===== config.mk =====
export PLATFORM = sky130hd
export DESIGN_NAME = uart_rx
export DESIGN_NICKNAME = d
export VERILOG_FILES = /design/src/rtl/uart_pkg.sv /design/src/rtl/uart_rx_sampler.sv /design/src/rtl/uart_rx.sv
export SDC_FILE = /design/constraint.sdc
export NUM_CORES = 1
export LEC_CHECK = 0
export ABC_AREA = 1
export CAP_MARGIN = 40
export CORE_MARGIN = 3
export CORE_UTILIZATION = 55
export CTS_CLUSTER_SIZE = 24
export DETAILED_ROUTE_END_ITERATION = 8
export HOLD_SLACK_MARGIN = 0.06
export MAX_ROUTING_LAYER = met4
export PLACE_DENSITY = 0.81
export SLEW_MARGIN = 0
export SYNTH_ARGS = -nofsm -noshare
export SYNTH_HDL_FRONTEND = slang
export SYNTH_HIERARCHICAL = 1
export SYNTH_SLANG_ARGS = --single-unit
export TNS_END_PERCENT = 5

===== constraint.sdc =====
create_clock -name CLK -period 4.6 [get_ports CLK]
set_clock_uncertainty 0.05 [all_clocks]
set_input_delay 0.46 -clock CLK [delete_from_list [all_inputs] [get_ports CLK]]
set_output_delay 0.46 -clock CLK [all_outputs]
set_load 0.01 [all_outputs]

===== src/rtl/uart_pkg.sv =====
// Shared UART definitions: receiver state encoding plus small bit-level helpers
// used by both the RX and TX sides.
package uart_pkg;

   typedef enum logic [2:0] {
      IDLE   = 3'd0,
      START  = 3'd1,
      DATA   = 3'd2,
      PARITY = 3'd3,
      STOP   = 3'd4
   } e_rx_state;

   // Parity operands are zero-padded to this width; padding never changes the result.
   localparam int PAR_MAX_W = 32;

   function automatic logic calc_parity(input logic [PAR_MAX_W-1:0] data,
                                        input logic                 par_type);
      return par_type ? ~^data : ^data;
   endfunction

   function automatic logic maj3(input logic a, input logic b, input logic c);
      return (a & b) | (a & c) | (b & c);
   endfunction

endpackage


===== src/rtl/uart_rx_sampler.sv =====
// Bit timing for the UART receiver: edge/bit counters and the 3-sample
// majority voter centred on the middle of each bit.
module uart_rx_sampler
   import uart_pkg::*;
#(
   parameter int PRESC_W   = 6,
   parameter int BIT_CNT_W = 4
) (
   input  logic                 clk_i,
   input  logic                 rst_ni,
   input  logic                 rx_i,
   input  logic [PRESC_W-1:0]   prescale_i,
   input  logic                 clr_i,
   output logic [BIT_CNT_W-1:0] bit_cnt_o,
   output logic                 vote_o,
   output logic                 sample_last_o,
   output logic                 sampled_bit_o,
   output logic                 sample_done_o,
   output logic                 bit_end_o
);

   localparam logic [PRESC_W-1:0]   ONE_E = PRESC_W'(1);
   localparam logic [BIT_CNT_W-1:0] ONE_B = BIT_CNT_W'(1);

   logic [PRESC_W-1:0]   edge_cnt_q, edge_cnt_d;
   logic [BIT_CNT_W-1:0] bit_cnt_q, bit_cnt_d;
   logic                 samp_a_q, samp_b_q;
   logic                 sampled_bit_q, sample_done_q;

   logic [PRESC_W-1:0] half, pt_a, pt_c, last_pt;

   always_comb begin
      half    = prescale_i >> 1;
      pt_a    = half - ONE_E;
      pt_c    = half + ONE_E;
      last_pt = prescale_i - ONE_E;
   end

   assign bit_end_o     = (edge_cnt_q == last_pt);
   assign sample_last_o = (edge_cnt_q == pt_c);
   assign vote_o        = maj3(samp_a_q, samp_b_q, rx_i);
   assign bit_cnt_o     = bit_cnt_q;
   assign sampled_bit_o = sampled_bit_q;
   assign sample_done_o = sample_done_q;

   // Counters sit at zero whenever the FSM is (or is about to be) idle, so the
   // cycle that detects the start edge is always edge_cnt 0 of the start bit.
   always_comb begin
      edge_cnt_d = edge_cnt_q + ONE_E;
      bit_cnt_d  = bit_cnt_q;
      if (clr_i) begin
         edge_cnt_d = '0;
         bit_cnt_d  = '0;
      end else if (bit_end_o) begin
         edge_cnt_d = '0;
         bit_cnt_d  = bit_cnt_q + ONE_B;
      end
   end

   always_ff @(posedge clk_i) begin
      if (!rst_ni) begin
         edge_cnt_q    <= '0;
         bit_cnt_q     <= '0;
         samp_a_q      <= 1'b1;
         samp_b_q      <= 1'b1;
         sampled_bit_q <= 1'b1;
         sample_done_q <= 1'b0;
      end else begin
         edge_cnt_q    <= edge_cnt_d;
         bit_cnt_q     <= bit_cnt_d;
         samp_a_q      <= (edge_cnt_q == pt_a) ? rx_i : samp_a_q;
         samp_b_q      <= (edge_cnt_q == half) ? rx_i : samp_b_q;
         sampled_bit_q <= sample_last_o ? vote_o : sampled_bit_q;
         sample_done_q <= sample_last_o;
      end
   end

endmodule


===== src/rtl/uart_rx.sv =====
// UART receiver: start detection, LSB-first data capture, optional parity and
// stop check, with one-cycle result pulses.
//
//   state  | meaning
//   IDLE   | line idle; RX_IN low latches config and starts a frame
//   START  | confirm start bit at its end; a high vote is a glitch
//   DATA   | shift WIDTH voted bits, LSB first
//   PARITY | compare voted parity bit against the captured byte
//   STOP   | judge stop bit at its last sample point, then IDLE
module uart_rx
   import uart_pkg::*;
#(
   parameter int WIDTH   = 8,
   parameter int PRESC_W = 6
) (
   input  logic               CLK,
   input  logic               RST,
   input  logic               RX_IN,
   input  logic               PAR_EN,
   input  logic               PAR_TYPE,
   input  logic [PRESC_W-1:0] PRESCALE,
   output logic [WIDTH-1:0]   P_DATA,
   output logic               DATA_VALID,
   output logic               PAR_ERR,
   output logic               STP_ERR
);

   localparam int BIT_CNT_W = $clog2(WIDTH + 3);
   localparam logic [BIT_CNT_W-1:0] LAST_DATA_BIT = BIT_CNT_W'(WIDTH);

   e_rx_state            state_q, state_d;
   logic                 par_en_q, par_en_d;
   logic                 par_type_q, par_type_d;
   logic [PRESC_W-1:0]   prescale_q, prescale_d;
   logic [WIDTH-1:0]     shift_q, shift_d;
   logic                 par_mis_q, par_mis_d;
   logic [WIDTH-1:0]     p_data_q, p_data_d;
   logic                 data_valid_q, data_valid_d;
   logic                 par_err_q, par_err_d;
   logic                 stp_err_q, stp_err_d;

   logic [PRESC_W-1:0]   prescale_eff;
   logic                 clr;
   logic [BIT_CNT_W-1:0] bit_cnt;
   logic                 vote, sample_last, sampled_bit, sample_done, bit_end;

   // The live PRESCALE times the detect cycle; the latched copy times the rest.
   assign prescale_eff = (state_q == IDLE) ? PRESCALE : prescale_q;
   assign clr          = (state_d == IDLE);

   uart_rx_sampler #(
      .PRESC_W   (PRESC_W),
      .BIT_CNT_W (BIT_CNT_W)
   ) u_sampler (
      .clk_i         (CLK),
      .rst_ni        (RST),
      .rx_i          (RX_IN),
      .prescale_i    (prescale_eff),
      .clr_i         (clr),
      .bit_cnt_o     (bit_cnt),
      .vote_o        (vote),
      .sample_last_o (sample_last),
      .sampled_bit_o (sampled_bit),
      .sample_done_o (sample_done),
      .bit_end_o     (bit_end)
   );

   always_comb begin
      state_d      = state_q;
      par_en_d     = par_en_q;
      par_type_d   = par_type_q;
      prescale_d   = prescale_q;
      shift_d      = shift_q;
      par_mis_d    = par_mis_q;
      p_data_d     = p_data_q;
      data_valid_d = 1'b0;
      par_err_d    = 1'b0;
      stp_err_d    = 1'b0;

      case (state_q)
         IDLE: begin
            if (!RX_IN) begin
               state_d    = START;
               par_en_d   = PAR_EN;
               par_type_d = PAR_TYPE;
               prescale_d = PRESCALE;
               par_mis_d  = 1'b0;
            end
         end
         START: begin
            if (bit_end) state_d = sampled_bit ? IDLE : DATA;
         end
         DATA: begin
            if (sample_done) shift_d = {sampled_bit, shift_q[WIDTH-1:1]};
            if (bit_end && (bit_cnt == LAST_DATA_BIT)) state_d = par_en_q ? PARITY : STOP;
         end
         PARITY: begin
            if (sample_done) par_mis_d = (sampled_bit != calc_parity(PAR_MAX_W'(shift_q), par_type_q));
            if (bit_end) state_d = STOP;
         end
         STOP: begin
            // Judged on the live vote so results appear the cycle after the last
            // sample and IDLE is reached well before a back-to-back start edge.
            if (sample_last) begin
               state_d      = IDLE;
               data_valid_d = vote & ~par_mis_q;
               par_err_d    = par_mis_q;
               stp_err_d    = ~vote;
               if (vote && !par_mis_q) p_data_d = shift_q;
            end else if (bit_end) begin
               state_d = IDLE;
            end
         end
         default: state_d = IDLE;
      endcase
   end

   always_ff @(posedge CLK) begin
      if (!RST) begin
         state_q      <= IDLE;
         par_en_q     <= 1'b0;
         par_type_q   <= 1'b0;
         prescale_q   <= '0;
         shift_q      <= '0;
         par_mis_q    <= 1'b0;
         p_data_q     <= '0;
         data_valid_q <= 1'b0;
         par_err_q    <= 1'b0;
         stp_err_q    <= 1'b0;
      end else begin
         state_q      <= state_d;
         par_en_q     <= par_en_d;
         par_type_q   <= par_type_d;
         prescale_q   <= prescale_d;
         shift_q      <= shift_d;
         par_mis_q    <= par_mis_d;
         p_data_q     <= p_data_d;
         data_valid_q <= data_valid_d;
         par_err_q    <= par_err_d;
         stp_err_q    <= stp_err_d;
      end
   end

   assign P_DATA     = p_data_q;
   assign DATA_VALID = data_valid_q;
   assign PAR_ERR    = par_err_q;
   assign STP_ERR    = stp_err_q;

endmodule


==> impl_results.html, run 1 <==
<table>
<tr><th>Metric</th><th>Value</th></tr>
<tr><th colspan="2">Routing</th></tr>
<tr><td>Number of nets still failing antenna checks after routing</td><td>0</td></tr>
<tr><td>Total DRC errors in the routed layout</td><td>0</td></tr>
<tr><td>Count of TritonRoute iterations in the first routing pass</td><td>4</td></tr>
<tr><td>Uppermost layer routed</td><td>met4</td></tr>
<tr><td>Number of design-rule violations left by the first detailed-router iteration</td><td>161</td></tr>
<tr><td>Routed via count</td><td>between 2,000 and 2,500</td></tr>
<tr><td>Routed wire length</td><td>about 5000 um</td></tr>
<tr><td>Post-detailed-route via-to-cell ratio</td><td>slightly above 5</td></tr>
<tr><td>Routed WL per cell</td><td>11.1 um</td></tr>
<tr><td>Detailed-routed wire length on met2</td><td>2220 um</td></tr>
<tr><td>Met3 Wirelength</td><td>206 um</td></tr>
<tr><td>Post-route met1 wirelength</td><td>2520 um</td></tr>
<tr><th colspan="2">Timing</th></tr>
<tr><td>Hold Fails Final Rpt</td><td>0</td></tr>
<tr><td>Worst slack on hold paths</td><td>0.411 ns</td></tr>
<tr><td>Max-slew headroom at the worst pin</td><td>between 30% and 40%</td></tr>
<tr><td>Slew of the pin with the lowest slew margin</td><td>0.892 ns</td></tr>
<tr><td>Final Max Tran Viols</td><td>0</td></tr>
<tr><td>Share of the clock period used by the worst path</td><td>82.4%</td></tr>
<tr><td>Setup repair after global routing missed its margin</td><td>no</td></tr>
<tr><td>Final period demand of the worst path</td><td>3.79 ns</td></tr>
<tr><td>Highest clock rate</td><td>0.264 GHz</td></tr>
<tr><td>Setup Total Neg Slack</td><td>0 ns</td></tr>
<tr><td>Final setup viols</td><td>0</td></tr>
<tr><th colspan="2">Logic synthesis</th></tr>
<tr><td>Top cell type's share of synthesized area</td><td>34.9%</td></tr>
<tr><td>Cell with the most instances after synthesis</td><td>sky130_fd_sc_hd__nand2_1</td></tr>
<tr><td>Share of async-settable or async-resettable flops after synthesis</td><td>0%</td></tr>
<tr><td>Post-synthesis sequential element count</td><td>between 40 and 50</td></tr>
<tr><td>Number of enable-type register cells in the synthesized netlist</td><td>0</td></tr>
<tr><td>Post-synthesis net count</td><td>398</td></tr>
<tr><td>Instance count of the mapped netlist</td><td>381</td></tr>
<tr><td>Most frequent cells after synthesis</td><td>sky130_fd_sc_hd__nand2_1, sky130_fd_sc_hd__inv_1, sky130_fd_sc_hd__dfxtp_1</td></tr>
<tr><td>Count of yosys warnings during synthesis</td><td>6</td></tr>
<tr><td>Cell area after synthesis</td><td>approximately 2600 sq um</td></tr>
<tr><td>Top cells by area in the synthesized netlist</td><td>sky130_fd_sc_hd__dfxtp_1, sky130_fd_sc_hd__nand2_1, sky130_fd_sc_hd__inv_1, sky130_fd_sc_hd__o21ai_0, sky130_fd_sc_hd__nand3_1</td></tr>
<tr><td>Sequential fraction of the synthesis area</td><td>34.9%</td></tr>
<tr><td>Count of different cell masters after synthesis</td><td>34</td></tr>
<tr><td>Primary flip-flop cell chosen by synthesis mapping</td><td>sky130_fd_sc_hd__dfxtp_1</td></tr>
<tr><td>Top cell type by total area after synthesis</td><td>sky130_fd_sc_hd__dfxtp_1</td></tr>
<tr><td>Synthesized area per cell</td><td>6.77 sq um</td></tr>
<tr><th colspan="2">Place</th></tr>
<tr><td>Port bufs</td><td>21</td></tr>
<tr><td>Detailed placer's ending HPWL</td><td>~4000 um</td></tr>
<tr><td>Placed instance area</td><td>2790 sq um</td></tr>
<tr><td>RePlAce Congestion</td><td>roughly 0.94</td></tr>
<tr><th colspan="2">Pwr</th></tr>
<tr><td>Internal power contribution</td><td>0.000573 W</td></tr>
<tr><td>Peak supply drop</td><td>0.000167 V</td></tr>
<tr><td>Switching share of total power</td><td>a little under a third</td></tr>
<tr><td>Sequential cell fraction of total power</td><td>between 40% and 50%</td></tr>
<tr><td>Part of the total power dissipated in the clock network</td><td>30.3%</td></tr>
<tr><td>Share of total power in combinational logic</td><td>19.9%</td></tr>
<tr><td>Power density over cell area</td><td>286 nW/um^2</td></tr>
<tr><td>P_sw</td><td>0.000251 W</td></tr>
<tr><td>Leakage power of the design</td><td>1.30 nW</td></tr>
<tr><th colspan="2">Critical path</th></tr>
<tr><td>Worst Setup Path Type</td><td>reg -&gt; reg</td></tr>
<tr><td>Crit path DAT</td><td>3.97 ns</td></tr>
<tr><td>Worst path required time</td><td>~4.8 ns</td></tr>
<tr><td>FF-to-FF Start</td><td>state_q[1]$_SDFF_PN0_</td></tr>
<tr><td>Reg2Reg Depth</td><td>20</td></tr>
<tr><td>Startpoint class of the critical path</td><td>register</td></tr>
<tr><td>R2R Path End</td><td>u_sampler/edge_cnt_q[4]$_SDFF_PP0_</td></tr>
<tr><td>Kind of end point of the critical path</td><td>register</td></tr>
<tr><td>Largest fanout on the critical path</td><td>12</td></tr>
<tr><td>Minimum setup slack among reg-to-reg paths</td><td>0.81 ns</td></tr>
<tr><th colspan="2">GRT</th></tr>
<tr><td>Largest net degree at the start of global routing</td><td>29</td></tr>
<tr><td>GRT Resource Usage Total</td><td>between 10% and 20%</td></tr>
<tr><td>GRT Residual Overflow</td><td>0</td></tr>
<tr><td>Global-route wire length before repair</td><td>around 8400 um</td></tr>
<tr><td>Initial antenna violation count</td><td>0</td></tr>
<tr><td>Via count of the first global-routing pass</td><td>1,939</td></tr>
<tr><th colspan="2">Worst hold path</th></tr>
<tr><td>Worst Hold End</td><td>prescale_q[4]$_SDFFE_PN0P_</td></tr>
<tr><td>Class of the worst hold path</td><td>reg -&gt; reg</td></tr>
<tr><td>Hold depth</td><td>2</td></tr>
<tr><td>Worst min-delay path startpoint</td><td>prescale_q[4]$_SDFFE_PN0P_</td></tr>
<tr><th colspan="2">Clock tree</th></tr>
<tr><td>Post-CTS Hold Buffers</td><td>0</td></tr>
<tr><td>Number of resized instances in the post-cts repair step</td><td>0</td></tr>
<tr><td>Clock net sink count</td><td>45</td></tr>
<tr><td>Root buffer cell</td><td>sky130_fd_sc_hd__clkbuf_8</td></tr>
<tr><td>Clk_lat worst skew</td><td>around 0.31 ns</td></tr>
<tr><td>H-Tree Level Count</td><td>2</td></tr>
<tr><td>Bufs on Longest Clock Path</td><td>2</td></tr>
<tr><td>Clock-pin slew on the worst setup and hold paths</td><td>0.09 ns</td></tr>
<tr><td>Post-CTS Setup Repair Bufs</td><td>0</td></tr>
<tr><td>CTS buffer count</td><td>5</td></tr>
<tr><td>TritonCTS clock tree</td><td>yes</td></tr>
<tr><th colspan="2">Layout</th></tr>
<tr><td>Diode insertion count for antenna repair</td><td>0</td></tr>
<tr><td>Final Util</td><td>64.9%</td></tr>
<tr><td>Fraction of layout instances using a drive strength above 1</td><td>8.23%</td></tr>
<tr><td>Layout filler cell count</td><td>400</td></tr>
<tr><td>Final nets</td><td>~420</td></tr>
<tr><td>Area growth from synthesis to layout</td><td>11.9%</td></tr>
<tr><td>Finished layout cell area</td><td>2890 sq um</td></tr>
<tr><th colspan="2">Floorplan</th></tr>
<tr><td>Height of the chip</td><td>around 74 um</td></tr>
<tr><td>Area of the placeable core</td><td>around 4400 sq um</td></tr>
<tr><td>Full die area</td><td>5550 sq um</td></tr>
<tr><td>Number of ports placed on the die boundary</td><td>22</td></tr>
<tr><td>Number of standard-cell rows in the floorplan</td><td>24</td></tr>
<tr><td>Starting utilization of the core area</td><td>58.0%</td></tr>
<tr><td>Die Width</td><td>74.5 um</td></tr>
<tr><th colspan="2">Outcome</th></tr>
<tr><td>Outcome</td><td>completed</td></tr>
<tr><th colspan="2">Job</th></tr>
<tr><td>Count of maximum capacitance violations</td><td>0</td></tr>
</table>
==> cell type report <==
class | instances | area [sq um] | area share [%]
clock buffer | 5 | 68.8 | 2.39
clock inverter | 3 | 25.0 | 0.867
inverter | 52 | 196 | 6.81
multi-input combinational | 272 | 1400 | 48.4
sequential | 45 | 901 | 31.2
tap | 52 | 65.1 | 2.25
timing repair buffer | 24 | 233 | 8.07
==> layout by cell type (no fill, tap or decap), types with 6 or more instances in the layout <==
cell type	count
sky130_fd_sc_hd__xnor2_1	9
sky130_fd_sc_hd__clkdlybuf4s50_1	21
sky130_fd_sc_hd__dfxtp_1	45
sky130_fd_sc_hd__o21ai_0	30
sky130_fd_sc_hd__nand2_1	99
sky130_fd_sc_hd__xor2_1	9
sky130_fd_sc_hd__nor2_1	33
sky130_fd_sc_hd__a21oi_1	26
sky130_fd_sc_hd__ha_1	6
sky130_fd_sc_hd__nand3_1	28
sky130_fd_sc_hd__inv_1	48
==> power groups by stage <==
stage | sequential, W | clock [W] | combinational (W)
floorplan | 0.000417 | 0 | 0.000128
global placement | 0.000419 | 0 | 0.000159
detailed placement | 0.000419 | 0 | 0.000162
CTS | 0.000410 | 0.000256 | 0.000164
global route | 0.000412 | 0.000274 | 0.000188
finish | 0.000410 | 0.000250 | 0.000164
==> kinds of logic (layout without fill, tap and decap cells) <==
logic type | count (synthesis) | count (layout) | share of synthesized area, %
adder cells (fa/ha/maj) | 7 | 7 | 3.30
XOR/XNOR | 18 | 18 | 6.11
AO/OA/AOI/OAI | 62 | 62 | 13.3
flip-flops | 45 | 45 | 34.9
buffers and inverters | 64 | 84 | 10.9
AND/OR/NAND/NOR | 185 | 185 | 31.4
==> how the worst max path moves through the flow <==
stage                          start                                  to  slack [ns]  cells after the start
5_1_grt        state_q[1]$_SDFF_PN0_  u_sampler/edge_cnt_q[4]$_SDFF_PP0_        0.38                     20
6_report       state_q[1]$_SDFF_PN0_  u_sampler/edge_cnt_q[4]$_SDFF_PP0_        0.81                     20
4_1_cts        state_q[1]$_SDFF_PN0_  u_sampler/edge_cnt_q[4]$_SDFF_PP0_        0.81                     20
2_1_floorplan  state_q[1]$_SDFF_PN0_  u_sampler/edge_cnt_q[4]$_SDFF_PP0_        1.18                     24
3_5_place_dp             PRESCALE[1]  u_sampler/edge_cnt_q[4]$_SDFF_PP0_        0.80                     19
3_3_place_gp             PRESCALE[1]  u_sampler/edge_cnt_q[4]$_SDFF_PP0_        0.91                     19
==> state kept, by name, indices dropped and copies added (netlist names) <==
| name | cells |
|---|---|
| state_q | 3 |
| P_DATA | 8 |
| par_mis_q | 1 |
| u_sampler/bit_cnt_o | 4 |
| u_sampler/samp_a_q | 1 |
| PAR_ERR | 1 |
| prescale_q | 6 |
| DATA_VALID | 1 |
| u_sampler/edge_cnt_q | 6 |
| par_en_q | 1 |
| u_sampler/sample_done_o | 1 |
| u_sampler/sampled_bit_o | 1 |
| par_type_q | 1 |
| shift_q | 8 |
| STP_ERR | 1 |
| u_sampler/samp_b_q | 1 |
==> layer usage <==
layer | vias to the layer above | GRT usage [%]
li1 | 1244 | -
met5 | - | -
met2 | 47 | 29.9
met3 | 9 | 3.78
met4 | 0 | 5.73
met1 | 1021 | 26.7
==> per-stage QoR <==
stage / setup slack, ns / std cells / power [W]
finish: 0.809 / 453 / 0.000824
global route: 0.380 / 453 / 0.000874
CTS: 0.807 / 453 / 0.000830
detailed placement: 0.798 / 445 / 0.000581
global placement: 0.910 / 445 / 0.000577
floorplan: 1.18 / 381 / 0.000545
==> critical path, stage by stage, from the launching register on <==
cell	delay [ns]
sky130_fd_sc_hd__dfxtp_1	0.44
sky130_fd_sc_hd__inv_1	0.08
sky130_fd_sc_hd__nand2_1	0.09
sky130_fd_sc_hd__inv_1	0.14
sky130_fd_sc_hd__o21ai_0	0.46
sky130_fd_sc_hd__inv_1	0.20
sky130_fd_sc_hd__ha_1	0.26
sky130_fd_sc_hd__or2_1	0.23
sky130_fd_sc_hd__nand3_1	0.07
sky130_fd_sc_hd__nand2_1	0.06
sky130_fd_sc_hd__nor2_2	0.16
sky130_fd_sc_hd__nand2_4	0.11
sky130_fd_sc_hd__inv_1	0.12
sky130_fd_sc_hd__inv_1	0.08
sky130_fd_sc_hd__nor3_1	0.29
sky130_fd_sc_hd__nand3_1	0.19
sky130_fd_sc_hd__nand4_1	0.13
sky130_fd_sc_hd__nor2_1	0.05
sky130_fd_sc_hd__nor2_1	0.24
sky130_fd_sc_hd__nand2_2	0.14
sky130_fd_sc_hd__a21oi_1	0.13
(Power assumes the default switching activity.)
==> run 2: changes to the inputs <==
- clock period: 4.6 -> 3.7 ns (I/O delays scaled with it)
==> impl_results.html, run 2 (synthesis gave the netlist of run 1 again) <==
<table>
<tr><th>Metric</th><th>Value</th></tr>
<tr><th colspan="2">Timing</th></tr>
<tr><td>Setup repair after global routing missed its margin</td><td>no</td></tr>
<tr><td>Max-slew headroom at the worst pin</td><td>56.4% (+17 points)</td></tr>
<tr><td>Share of the clock period used by the worst path</td><td>90.5% (+8.1 points)</td></tr>
<tr><td>Final Max Tran Viols</td><td>0 (unchanged)</td></tr>
<tr><td>Hold Fails Final Rpt</td><td>0 (unchanged)</td></tr>
<tr><td>Final period demand of the worst path</td><td>3.35 ns (-0.441 ns)</td></tr>
<tr><td>Highest clock rate</td><td>0.299 GHz (+13%)</td></tr>
<tr><td>Final setup viols</td><td>0 (unchanged)</td></tr>
<tr><td>Worst slack on hold paths</td><td>0.413 ns (+0.00251 ns)</td></tr>
<tr><td>Post-route setup slack</td><td>0.350 ns (-0.459 ns)</td></tr>
<tr><td>Slew of the pin with the lowest slew margin</td><td>0.653 ns (-0.239 ns)</td></tr>
<tr><th colspan="2">Worst hold path</th></tr>
<tr><td>Worst min-delay path startpoint</td><td>par_type_q$_SDFFE_PN0P_</td></tr>
<tr><td>Hold depth</td><td>2 (unchanged)</td></tr>
<tr><td>Class of the worst hold path</td><td>reg -&gt; reg</td></tr>
<tr><td>Worst Hold End</td><td>par_type_q$_SDFFE_PN0P_</td></tr>
<tr><th colspan="2">Clock tree</th></tr>
<tr><td>Clock net sink count</td><td>45 (unchanged)</td></tr>
<tr><td>CTS buffer count</td><td>5 (unchanged)</td></tr>
<tr><td>TritonCTS clock tree</td><td>yes</td></tr>
<tr><td>Bufs on Longest Clock Path</td><td>2 (unchanged)</td></tr>
<tr><td>Post-CTS Hold Buffers</td><td>0 (unchanged)</td></tr>
<tr><td>Root buffer cell</td><td>sky130_fd_sc_hd__clkbuf_8</td></tr>
<tr><td>H-Tree Level Count</td><td>2 (unchanged)</td></tr>
<tr><td>Clk_lat worst skew</td><td>0.30 ns (about the same)</td></tr>
<tr><td>Clock-pin slew on the worst setup and hold paths</td><td>0.09 ns (about the same)</td></tr>
<tr><td>Number of resized instances in the post-cts repair step</td><td>1 (+1)</td></tr>
<tr><td>Post-CTS Setup Repair Bufs</td><td>0 (unchanged)</td></tr>
<tr><th colspan="2">Critical path</th></tr>
<tr><td>Buffering stage count on the worst path with inverters included</td><td>4 (-1)</td></tr>
<tr><td>Slowest cell on the critical path</td><td>sky130_fd_sc_hd__dfxtp_1</td></tr>
<tr><td>Cell Chain, Critical Path</td><td>nor2_1 -&gt; nand2_1 -&gt; inv_2 -&gt; nand2_1 -&gt; o21ai_1 -&gt; inv_1 -&gt; ha_1 -&gt; or2_1 -&gt; nand3_1 -&gt; nand2_1 -&gt; nor2_2 -&gt; nand2_4 -&gt; inv_1 -&gt; inv_1 -&gt; nor3_4 -&gt; nand3_1 -&gt; nand4_1 -&gt; nor2_1 -&gt; nor2_2 -&gt; nand2_2 -&gt; a21oi_1</td></tr>
<tr><td>Worst Setup Path Type</td><td>reg -&gt; reg</td></tr>
<tr><td>Kind of end point of the critical path</td><td>register</td></tr>
<tr><td>Critical Path Source</td><td>state_q[2]$_SDFF_PN0_</td></tr>
<tr><td>Reg2Reg Depth</td><td>21 (+5.0%)</td></tr>
<tr><td>Crit path DAT</td><td>3.53 ns (-0.44 ns)</td></tr>
<tr><td>Startpoint class of the critical path</td><td>register</td></tr>
<tr><td>Crit-path leading delay family</td><td>simple AND/OR/NAND/NOR gates</td></tr>
<tr><td>FF-to-FF Start</td><td>state_q[2]$_SDFF_PN0_</td></tr>
<tr><td>Largest fanout on the critical path</td><td>12 (unchanged)</td></tr>
<tr><td>Minimum setup slack among reg-to-reg paths</td><td>0.35 ns (-0.46 ns)</td></tr>
<tr><td>Worst path required time</td><td>3.88 ns (-0.90 ns)</td></tr>
<tr><td>Longest individual stage delay on the worst path</td><td>0.34 ns (-0.12 ns)</td></tr>
<tr><td>R2R Path End</td><td>u_sampler/edge_cnt_q[4]$_SDFF_PP0_</td></tr>
<tr><th colspan="2">Layout</th></tr>
<tr><td>Area growth from synthesis to layout</td><td>13.2%</td></tr>
<tr><td>Fraction of layout instances using a drive strength above 1</td><td>9.90% (+1.7 points)</td></tr>
<tr><td>Non-filler instance count after layout</td><td>456 (+0.66%)</td></tr>
<tr><td>Diode insertion count for antenna repair</td><td>0 (unchanged)</td></tr>
<tr><td>Final nets</td><td>420 (+0.72%)</td></tr>
<tr><td>Leading cell type in the layout, fill and taps excluded</td><td>sky130_fd_sc_hd__nand2_1</td></tr>
<tr><td>Layout filler cell count</td><td>419 (+4.8%)</td></tr>
<tr><td>Most used cells in the layout excluding fill and tap cells</td><td>sky130_fd_sc_hd__nand2_1, sky130_fd_sc_hd__inv_1, sky130_fd_sc_hd__dfxtp_1</td></tr>
<tr><th colspan="2">Floorplan</th></tr>
<tr><td>Die Width</td><td>74.5 um (unchanged)</td></tr>
<tr><td>Starting utilization of the core area</td><td>58.0% (unchanged)</td></tr>
<tr><td>Area of the placeable core</td><td>4440 sq um (unchanged)</td></tr>
<tr><td>Number of standard-cell rows in the floorplan</td><td>24 (unchanged)</td></tr>
<tr><td>Height of the chip</td><td>74.5 um (unchanged)</td></tr>
<tr><td>Number of ports placed on the die boundary</td><td>22 (unchanged)</td></tr>
<tr><td>Full die area</td><td>5550 sq um (unchanged)</td></tr>
<tr><th colspan="2">Pwr</th></tr>
<tr><td>Final Power</td><td>0.00103 W (+25%)</td></tr>
<tr><td>Leakage power of the design</td><td>1.32 nW (+1.1%)</td></tr>
<tr><td>Peak supply drop</td><td>0.000208 V (+25%)</td></tr>
<tr><td>Switching share of total power</td><td>30.9% (+0.41 points)</td></tr>
<tr><td>Power density over cell area</td><td>354 nW/um^2 (+24%)</td></tr>
<tr><td>Part of the total power dissipated in the clock network</td><td>30.0% (-0.3 points)</td></tr>
<tr><td>Internal power contribution</td><td>0.000714 W (+25%)</td></tr>
<tr><td>Sequential cell fraction of total power</td><td>49.3% (-0.4 points)</td></tr>
<tr><td>Share of total power in combinational logic</td><td>20.6% (+0.7 points)</td></tr>
<tr><td>P_sw</td><td>0.000319 W (+27%)</td></tr>
<tr><th colspan="2">GRT</th></tr>
<tr><td>Via count of the first global-routing pass</td><td>2,222 (+15%)</td></tr>
<tr><td>Largest net degree at the start of global routing</td><td>29 (unchanged)</td></tr>
<tr><td>GRT Residual Overflow</td><td>0 (unchanged)</td></tr>
<tr><td>GRT Resource Usage Total</td><td>21.9% (+2.2 points)</td></tr>
<tr><td>Initial antenna violation count</td><td>0 (unchanged)</td></tr>
<tr><td>Global-route wire length before repair</td><td>9250 um (+11%)</td></tr>
<tr><th colspan="2">Job</th></tr>
<tr><td>Count of maximum capacitance violations</td><td>0 (unchanged)</td></tr>
<tr><th colspan="2">Place</th></tr>
<tr><td>Cells after DPL</td><td>448 (+0.67%)</td></tr>
<tr><td>Setup slack after placement</td><td>-0.00361 ns (-0.801 ns)</td></tr>
<tr><td>Port bufs</td><td>21 (unchanged)</td></tr>
<tr><td>Detailed placer's ending HPWL</td><td>4200 um (+7.4%)</td></tr>
<tr><td>RePlAce Congestion</td><td>0.937 (-0.19%)</td></tr>
<tr><th colspan="2">Routing</th></tr>
<tr><td>Routed WL per cell</td><td>11.8 um (+6.5%)</td></tr>
<tr><td>Count of TritonRoute iterations in the first routing pass</td><td>5 (+1)</td></tr>
<tr><td>Total DRC errors in the routed layout</td><td>0 (unchanged)</td></tr>
<tr><td>Post-detailed-route via-to-cell ratio</td><td>5.25 (+2.6%)</td></tr>
<tr><td>Routed via count</td><td>2,396 (+3.2%)</td></tr>
<tr><td>Number of nets still failing antenna checks after routing</td><td>0 (unchanged)</td></tr>
<tr><td>Number of design-rule violations left by the first detailed-router iteration</td><td>124 (-23%)</td></tr>
<tr><td>Routed wire length</td><td>5380 um (+7.2%)</td></tr>
<tr><th colspan="2">Outcome</th></tr>
<tr><td>Outcome</td><td>completed</td></tr>
</table>
run 2: tightest hold or removal path, stage by stage, from the launching register on:
cell and delay [ns]:
sky130_fd_sc_hd__dfxtp_1 0.33, sky130_fd_sc_hd__inv_1 0.05, sky130_fd_sc_hd__a21oi_1 0.05
run 2: power by group through the flow:
| stage | sequential [W] | clock, W | combinational [W] |
|---|---|---|---|
| floorplan | 0.000518 | 0 | 0.000160 |
| global placement | 0.000520 | 0 | 0.000201 |
| detailed placement | 0.000521 | 0 | 0.000207 |
| CTS | 0.000510 | 0.000313 | 0.000209 |
| global route | 0.000512 | 0.000333 | 0.000241 |
| finish | 0.000510 | 0.000310 | 0.000213 |
run 2: area by class of cell:
class	count	area, sq um	area share, %
clock buffers	5	68.8	2.36
clock inverters	3	21.3	0.729
inverters	52	196	6.73
multi-input cells	272	1410	48.3
flip-flops and latches	45	902	30.9
well taps	52	65.1	2.23
repair buffers	27	255	8.74
run 2: how the worst max path moves through the flow:
| stage | endpoint | slack, ns | cells past startpoint |
|---|---|---|---|
| 3_5_place_dp | u_sampler/edge_cnt_q[4]$_SDFF_PP0_ | -0.004 | 20 |
| 2_1_floorplan | u_sampler/edge_cnt_q[4]$_SDFF_PP0_ | 0.28 | 24 |
| 4_1_cts | u_sampler/edge_cnt_q[4]$_SDFF_PP0_ | 0.02 | 20 |
| 6_report | u_sampler/edge_cnt_q[4]$_SDFF_PP0_ | 0.35 | 21 |
| 3_3_place_gp | u_sampler/edge_cnt_q[4]$_SDFF_PP0_ | 0.23 | 19 |
| 5_1_grt | u_sampler/edge_cnt_q[4]$_SDFF_PP0_ | 0.02 | 24 |
run 2: per-stage QoR:
stage | setup TNS, ns | cell area, sq um | util (%)
floorplan | 0 | 2580 | -
CTS | 0 | 2900 | 65.3
finish | 0 | 2920 | 65.7
global placement | 0 | 2810 | 63.3
global route | 0 | 2920 | 65.7
detailed placement | -0.00361 | 2810 | 63.3
run 2: per-layer routing:
layer  GRT usage, %  up-vias  part of all wire (%)
li1               -     1249                     -
met1           27.4     1071                    47
met2           35.2       70                    46
met3           5.54        6                   5.7
met4           5.73        0                   1.2
met5              -        -                     0
==> run 3: changes to the inputs <==
- CAP_MARGIN: 40 -> 10
==> results of run 3 <==
The final DEF is identical to that of run 2; final timing and power are the same.
